File: config.mk
export PLATFORM = sky130hd
export DESIGN_NAME = store_align_unit
export DESIGN_NICKNAME = d
export VERILOG_FILES = /design/src/rtl/store_align_unit.sv
export SDC_FILE = /design/constraint.sdc
export NUM_CORES = 1
export LEC_CHECK = 0
export BUFFER_PORTS_ARGS = -buffer_cell sky130_fd_sc_hd__buf_2
export CAP_MARGIN = 15
export CORE_MARGIN = 4
export CORE_UTILIZATION = 52
export DETAILED_ROUTE_END_ITERATION = 7
export GPL_TIMING_DRIVEN = 0
export HOLD_SLACK_MARGIN = 0.12
export PLACE_DENSITY = 0.85
export SETUP_SLACK_MARGIN = 0.15
export SLEW_MARGIN = 20
export SYNTH_ARGS = -nofsm -noshare
export SYNTH_HDL_FRONTEND = slang
export SYNTH_SLANG_ARGS = --single-unit
File: constraint.sdc
create_clock -name CLK -period 4.7 [get_ports CLK]
set_input_delay 0.94 -clock CLK [delete_from_list [all_inputs] [get_ports CLK]]
set_output_delay 0.94 -clock CLK [all_outputs]
set_load 0.1 [all_outputs]
File: src/rtl/store_align_unit.sv
// store_align_unit: formats SB/SH/SW stores into word-organised memory beats.
// A store is turned into a word address, lane-aligned write data and byte
// enables. Stores that cross a word boundary are handled according to the
// MISALIGNED_STORE_EN macro:
//   defined   -> split into two sequential beats (MisalignErr tied to 0)
//   undefined -> dropped, with a one-cycle MisalignErr pulse
module store_align_unit (
  input  logic        CLK,
  input  logic        CPU_RST_N,
  input  logic        ReqValid,
  output logic        ReqReady,
  input  logic [31:0] ReqAddr,
  input  logic [31:0] ReqData,
  input  logic [1:0]  ReqType,
  output logic        MemValid,
  input  logic        MemReady,
  output logic [29:0] MemWordAddr,
  output logic [31:0] MemWData,
  output logic [3:0]  MemByteEn,
  output logic        Busy,
  output logic        MisalignErr
);

  typedef enum logic [1:0] {
    IDLE  = 2'd0,
    BEAT0 = 2'd1,
    BEAT1 = 2'd2
  } state_t;

  state_t      state_reg, state_next;

  logic [29:0] word_addr_reg;
  logic [31:0] wdata_reg;
  logic [3:0]  byte_en_reg;
  logic [29:0] hi_addr_reg;
  logic [31:0] hi_data_reg;
  logic [3:0]  hi_en_reg;
  logic        split_reg;
  logic        misalign_reg;
  logic        misalign_next;

  logic [3:0]  base_mask;
  logic [31:0] base_data;
  logic [7:0]  mask8;
  logic [63:0] wide64;
  logic        crosses;
  logic        req_split;
  logic        req_err;

  // Lane alignment of the incoming request: shift mask and data by the byte offset
  always_comb begin
    base_mask = 4'b0000;
    base_data = 32'h0;
    case (ReqType)
      2'b01: begin
        base_mask = 4'b0001;
        base_data = {24'h0, ReqData[7:0]};
      end
      2'b10: begin
        base_mask = 4'b0011;
        base_data = {16'h0, ReqData[15:0]};
      end
      2'b11: begin
        base_mask = 4'b1111;
        base_data = ReqData;
      end
      default: begin
        base_mask = 4'b0000;
        base_data = 32'h0;
      end
    endcase
    mask8   = {4'b0000, base_mask} << ReqAddr[1:0];
    wide64  = {32'h0, base_data} << {ReqAddr[1:0], 3'b000};
    crosses = |mask8[7:4];
`ifdef MISALIGNED_STORE_EN
    req_split = crosses;
    req_err   = 1'b0;
`else
    req_split = 1'b0;
    req_err   = crosses;
`endif
  end

  // State register; reset drops any pending beat including a split's second half
  always_ff @(posedge CLK) begin
    if (!CPU_RST_N) begin
      state_reg <= IDLE;
    end else begin
      state_reg <= state_next;
    end
  end

  // Next-state decode and the one-cycle misalignment flag
  always_comb begin
    state_next    = state_reg;
    misalign_next = 1'b0;
    case (state_reg)
      IDLE: begin
        if (ReqValid && ReqType != 2'b00) begin
          if (req_err) begin
            misalign_next = 1'b1;
          end else begin
            state_next = BEAT0;
          end
        end
      end
      BEAT0: begin
        if (MemReady) begin
          state_next = split_reg ? BEAT1 : IDLE;
        end
      end
      BEAT1: begin
        if (MemReady) begin
          state_next = IDLE;
        end
      end
      default: state_next = IDLE;
    endcase
  end

  // Beat registers: load beat 0 on acceptance, swap in beat 1 after beat 0 handshakes
  always_ff @(posedge CLK) begin
    if (!CPU_RST_N) begin
      word_addr_reg <= 30'h0;
      wdata_reg     <= 32'h0;
      byte_en_reg   <= 4'h0;
      hi_addr_reg   <= 30'h0;
      hi_data_reg   <= 32'h0;
      hi_en_reg     <= 4'h0;
      split_reg     <= 1'b0;
      misalign_reg  <= 1'b0;
    end else begin
      misalign_reg <= misalign_next;
      if (state_reg == IDLE && state_next == BEAT0) begin
        word_addr_reg <= ReqAddr[31:2];
        wdata_reg     <= wide64[31:0];
        byte_en_reg   <= mask8[3:0];
        hi_addr_reg   <= ReqAddr[31:2] + 30'd1;
        hi_data_reg   <= wide64[63:32];
        hi_en_reg     <= mask8[7:4];
        split_reg     <= req_split;
      end else if (state_reg == BEAT0 && MemReady && split_reg) begin
        word_addr_reg <= hi_addr_reg;
        wdata_reg     <= hi_data_reg;
        byte_en_reg   <= hi_en_reg;
        split_reg     <= 1'b0;
      end
    end
  end

  assign ReqReady    = (state_reg == IDLE);
  assign Busy        = (state_reg != IDLE);
  assign MemValid    = (state_reg == BEAT0) || (state_reg == BEAT1);
  assign MemWordAddr = word_addr_reg;
  assign MemWData    = wdata_reg;
  assign MemByteEn   = byte_en_reg;
  assign MisalignErr = misalign_reg;

endmodule

==> key figures <==
Yosys
  • Syn_area_per_cell: 8.431 sq um
  • Number of synthesized register bits: 69
  • Post-Syn Area: 3482 sq um
  • Part of the Yosys area used for sequential elements: 39.67%
  • YS warnings: 0
  • Unique masters post-synth: 32
  • Synth Instances: 413
  • Post-Synthesis Net Count: 485

Detailed routing
  • Routed Wire Length: 9.926 mm
  • Detailed-route vias per instance: 5.317
  • Remaining antenna violation count after routing: 0
  • Post-detailed-route DRC marker count: 0
  • Number of DRC violations after detailed-routing iteration 0: 281
  • Routed len/inst: 15.44 um
  • Via Count: 3419
  • Iteration count of the initial detailed-routing pass: 5

Timing
  • Setup repair after global routing missed its margin: false
  • Final critical-path share of the clock period: 54.43%
  • Summed negative setup slack over all endpoints: 0 ns
  • Worst-Margin Slew: 0.7340 ns
  • Achievable frequency: 390.9 MHz
  • Min Tclk post-route: 2.558 ns
  • Rel. slew slack: 51.07%
  • Worst clock skew: 0.01084 ns
  • Final Hold Violating Endpoints: 0
  • Pins over their slew limit: 0
  • Count of endpoints failing setup in the final report: 0

Worst hold path
  • Worst hold endpoint: MemWData[3]
  • Startpoint of the lowest-slack hold path: MemWData[3]
  • Worst min path class: register to register
  • Instance count along the most critical hold path: 2

Critical path
  • Data required time at the worst endpoint: 3.76 ns
  • Endpoint of the most critical register-to-register path: MemWData[13]
  • Crit. End Element: output pin
  • Launching element type of the critical path: register
  • Register-to-register setup slack: 2.69 ns
  • Worst R2R Path Depth: 7
  • Largest fanout on the critical path: 6
  • Arrival time reported for the critical path endpoint: 1.62 ns
  • Reg2reg start: state_reg[1]
  • Setup CP Type: register to output pin

Die
  • Effective utilization at floorplan: 54.22%
  • Number of placed I/O pins: 140
  • Die Span X: 89.83 um
  • Cell Rows: 29
  • Core Footprint: 6422 sq um
  • DIE HEIGHT: 89.83 um
  • Area of the die: 8069 sq um

Power
  • Reg power frac: 37.5%
  • Power density of the placed cells: 383.2 nW/um^2
  • Total internal power: 1.009 mW
  • Leak pwr: 2.232 nW
  • Clk network pwr share: 28.9%
  • Sw Ratio: 41.06%
  • Switch Pwr: 0.7031 mW
  • Worst ir drop on vdd: 283.1 uV
  • Logic gate share of total power: 33.6%

Clocking
  • Number of resized instances in the post-cts repair step: 0
  • Count of hold buffers inserted by post-cts repair: 0
  • Maximum level of the CTS H-tree: 3
  • Number of buffers created by CTS: 9
  • TritonCTS clock tree: built
  • Clock latency reported for the late side of the worst-skew pair: 0.35 ns
  • CTS root buf: sky130_fd_sc_hd__clkbuf_8
  • Clock net sink count: 69
  • Clock slew at reported path FFs: 0.08 ns
  • Number of post-CTS setup repair buffers: 0
  • Number of buffers on the longest clock path: 2

Cells and area
  • Number of nets in the layout: 633
  • Synthesis-to-layout area growth: 28.31%
  • Diode count: 0
  • Number of inserted filler cells in the final layout: 538
  • Number of flip-flops in the largest register: 32
  • Util after Layout: 69.57%
  • Ratio of cells with drive above 1 in the final layout: 29.15%

Global route
  • Via count of the first global-routing pass: 3395
  • Wire length of the first global-routing pass: 16.62 mm
  • GRT Max-Usage Layer: met2
  • GR Layer Usage met3: 6.845%
  • Maximum number of pins on one net before global-route repair: 15
  • Overflow after GRT: 0
  • Met2 usage in global routing: 40.10%
  • Met1 GRT Util: 31.80%
  • All-layer global routing usage: 24.76%
  • Antenna violations before repair: 0

Place
  • Count of port buffers added during placement: 137
  • Placed wire-length estimate after detailed placement: 7.708 mm
  • Global placement routability congestion: 0.8706

Outcome
  • Run status: finished, final reports clean

Run
  • Reported max-cap violation count: 0
## worst max path at each step
stage | startpoint | end | slack [ns] | depth (start not counted)
floorplan | state_reg[1] | Busy | 1.77 | 3
global placement | ReqType[1] | MemWData[24] | 2.12 | 7
detailed placement | CPU_RST_N | MemWData[7] | 2.09 | 7
finish | state_reg[1] | Busy | 2.14 | 4
global route | state_reg[1] | Busy | 2.05 | 4
CTS | state_reg[1] | Busy | 2.15 | 4
## power by group through the flow
| stage | Sequential (mW) | Combinational, mW | Clock (mW) |
|---|---|---|---|
| after CTS | 0.643 | 0.575 | 0.503 |
| after global routing | 0.647 | 0.603 | 0.529 |
| after global placement | 0.654 | 0.567 | 0 |
| after floorplan | 0.929 | 0.187 | 0 |
| final | 0.642 | 0.575 | 0.495 |
| after detailed placement | 0.656 | 0.574 | 0 |
## cells in the mapped netlist
| cell | instances | share of area [%] |
|---|---|---|
| sky130_fd_sc_hd__nand2_1 | 130 | 14 |
| sky130_fd_sc_hd__mux2i_1 | 73 | 21 |
| sky130_fd_sc_hd__dfxtp_1 | 69 | 40 |
| sky130_fd_sc_hd__clkbuf_1 | 23 | 2.5 |
| sky130_fd_sc_hd__o21ai_0 | 18 | 2.6 |
| sky130_fd_sc_hd__nand3b_1 | 17 | 3.7 |
| sky130_fd_sc_hd__a21oi_1 | 11 | 1.6 |
| sky130_fd_sc_hd__a21boi_0 | 9 | 1.9 |
| sky130_fd_sc_hd__and4b_1 | 8 | 2.3 |
| sky130_fd_sc_hd__nor2_1 | 8 | 0.86 |
| sky130_fd_sc_hd__o211ai_1 | 8 | 1.7 |
| sky130_fd_sc_hd__buf_4 | 5 | 1.1 |
| sky130_fd_sc_hd__inv_1 | 4 | 0.43 |
| sky130_fd_sc_hd__buf_1 | 3 | 0.32 |
| sky130_fd_sc_hd__buf_6 | 3 | 0.97 |
| sky130_fd_sc_hd__and3b_1 | 2 | 0.50 |
| sky130_fd_sc_hd__buf_2 | 2 | 0.29 |
| sky130_fd_sc_hd__ha_1 | 2 | 0.72 |
| sky130_fd_sc_hd__nand2b_1 | 2 | 0.36 |
| sky130_fd_sc_hd__nand3_1 | 2 | 0.29 |
| sky130_fd_sc_hd__nor2b_1 | 2 | 0.36 |
| sky130_fd_sc_hd__nor3_1 | 2 | 0.29 |
| sky130_fd_sc_hd__a211oi_1 | 1 | 0.22 |
| sky130_fd_sc_hd__a21o_1 | 1 | 0.22 |
| sky130_fd_sc_hd__a221o_1 | 1 | 0.29 |
| sky130_fd_sc_hd__a221oi_2 | 1 | 0.43 |
| sky130_fd_sc_hd__and2_1 | 1 | 0.18 |
| sky130_fd_sc_hd__mux2_1 | 1 | 0.32 |
| sky130_fd_sc_hd__nor4b_1 | 1 | 0.25 |
| sky130_fd_sc_hd__o211ai_2 | 1 | 0.36 |
| sky130_fd_sc_hd__o21ai_1 | 1 | 0.14 |
| sky130_fd_sc_hd__or2_1 | 1 | 0.18 |
## worst max-delay path, cell delays in order (launching register included)
cell and delay, ns:
sky130_fd_sc_hd__dfxtp_1 0.41, sky130_fd_sc_hd__inv_1 0.10, sky130_fd_sc_hd__ha_1 0.25, sky130_fd_sc_hd__inv_1 0.09, sky130_fd_sc_hd__buf_2 0.42
## cells by family after synthesis
group                    synth area share (%)
AND/OR/NAND/NOR                         23.25
adder cells (fa/ha/maj)                0.7185
flip-flops                              39.67
buffers and inverters                   5.569
multiplexers                            21.31
AO/OA/AOI/OAI                           9.486
## routing by layer
metal,share of wire (%),up-vias
li1,-,1703
met1,43,1558
met2,47,138
met3,8.1,20
met4,2.0,0
met5,0,-
## through the flow
step / cell area, sq um / setup slack, ns / hold WS (ns) / cells / power, mW
after floorplan: 3482 / 1.769 / 0.5029 / 413 / 1.116
after global placement: 4264 / 2.123 / 0.4386 / 627 / 1.221
after detailed placement: 4264 / 2.092 / 0.4490 / 627 / 1.230
after CTS: 4468 / 2.146 / 0.4598 / 643 / 1.721
after global routing: 4468 / 2.053 / 0.4730 / 643 / 1.778
final: 4468 / 2.142 / 0.4584 / 643 / 1.712
## layout by cell type (no fill, tap or decap), types with 2 or more instances in the layout
cell / netlist / routed
sky130_fd_sc_hd__and4b_1: 8 / 8
sky130_fd_sc_hd__nor2b_1: 2 / 2
sky130_fd_sc_hd__and3b_1: 2 / 2
sky130_fd_sc_hd__nand2b_1: 2 / 2
sky130_fd_sc_hd__buf_6: 3 / 3
sky130_fd_sc_hd__a21boi_0: 9 / 9
sky130_fd_sc_hd__inv_1: 4 / 4
sky130_fd_sc_hd__inv_6: 0 / 3
sky130_fd_sc_hd__buf_2: 2 / 139
sky130_fd_sc_hd__clkbuf_8: 0 / 9
sky130_fd_sc_hd__o211ai_1: 8 / 8
sky130_fd_sc_hd__dfxtp_1: 69 / 69
sky130_fd_sc_hd__nand3_1: 2 / 2
sky130_fd_sc_hd__nand2_1: 130 / 130
sky130_fd_sc_hd__nand3b_1: 17 / 17
sky130_fd_sc_hd__a21oi_1: 11 / 11
sky130_fd_sc_hd__o21ai_0: 18 / 18
sky130_fd_sc_hd__nor2_1: 8 / 8
sky130_fd_sc_hd__nor3_1: 2 / 2
sky130_fd_sc_hd__ha_1: 2 / 2
sky130_fd_sc_hd__buf_1: 3 / 3
sky130_fd_sc_hd__buf_4: 5 / 5
sky130_fd_sc_hd__clkinvlp_4: 0 / 2
sky130_fd_sc_hd__clkbuf_1: 23 / 23
sky130_fd_sc_hd__mux2i_1: 73 / 73
## area by class of cell
type                            count  area (sq um)  share of cell area, %
Buffer                             36         178.9                  4.004
Clock buffer                        9         123.9                  2.772
Clock inverter                      7         80.08                  1.792
Inverter                            4         15.01                 0.3360
Multi-Input combinational cell    304          1907                  42.68
Sequential cell                    69          1381                  30.92
Tap cell                           77         96.34                  2.156
Timing Repair Buffer              137         685.7                  15.35
Power figures use the tool's default switching activity.
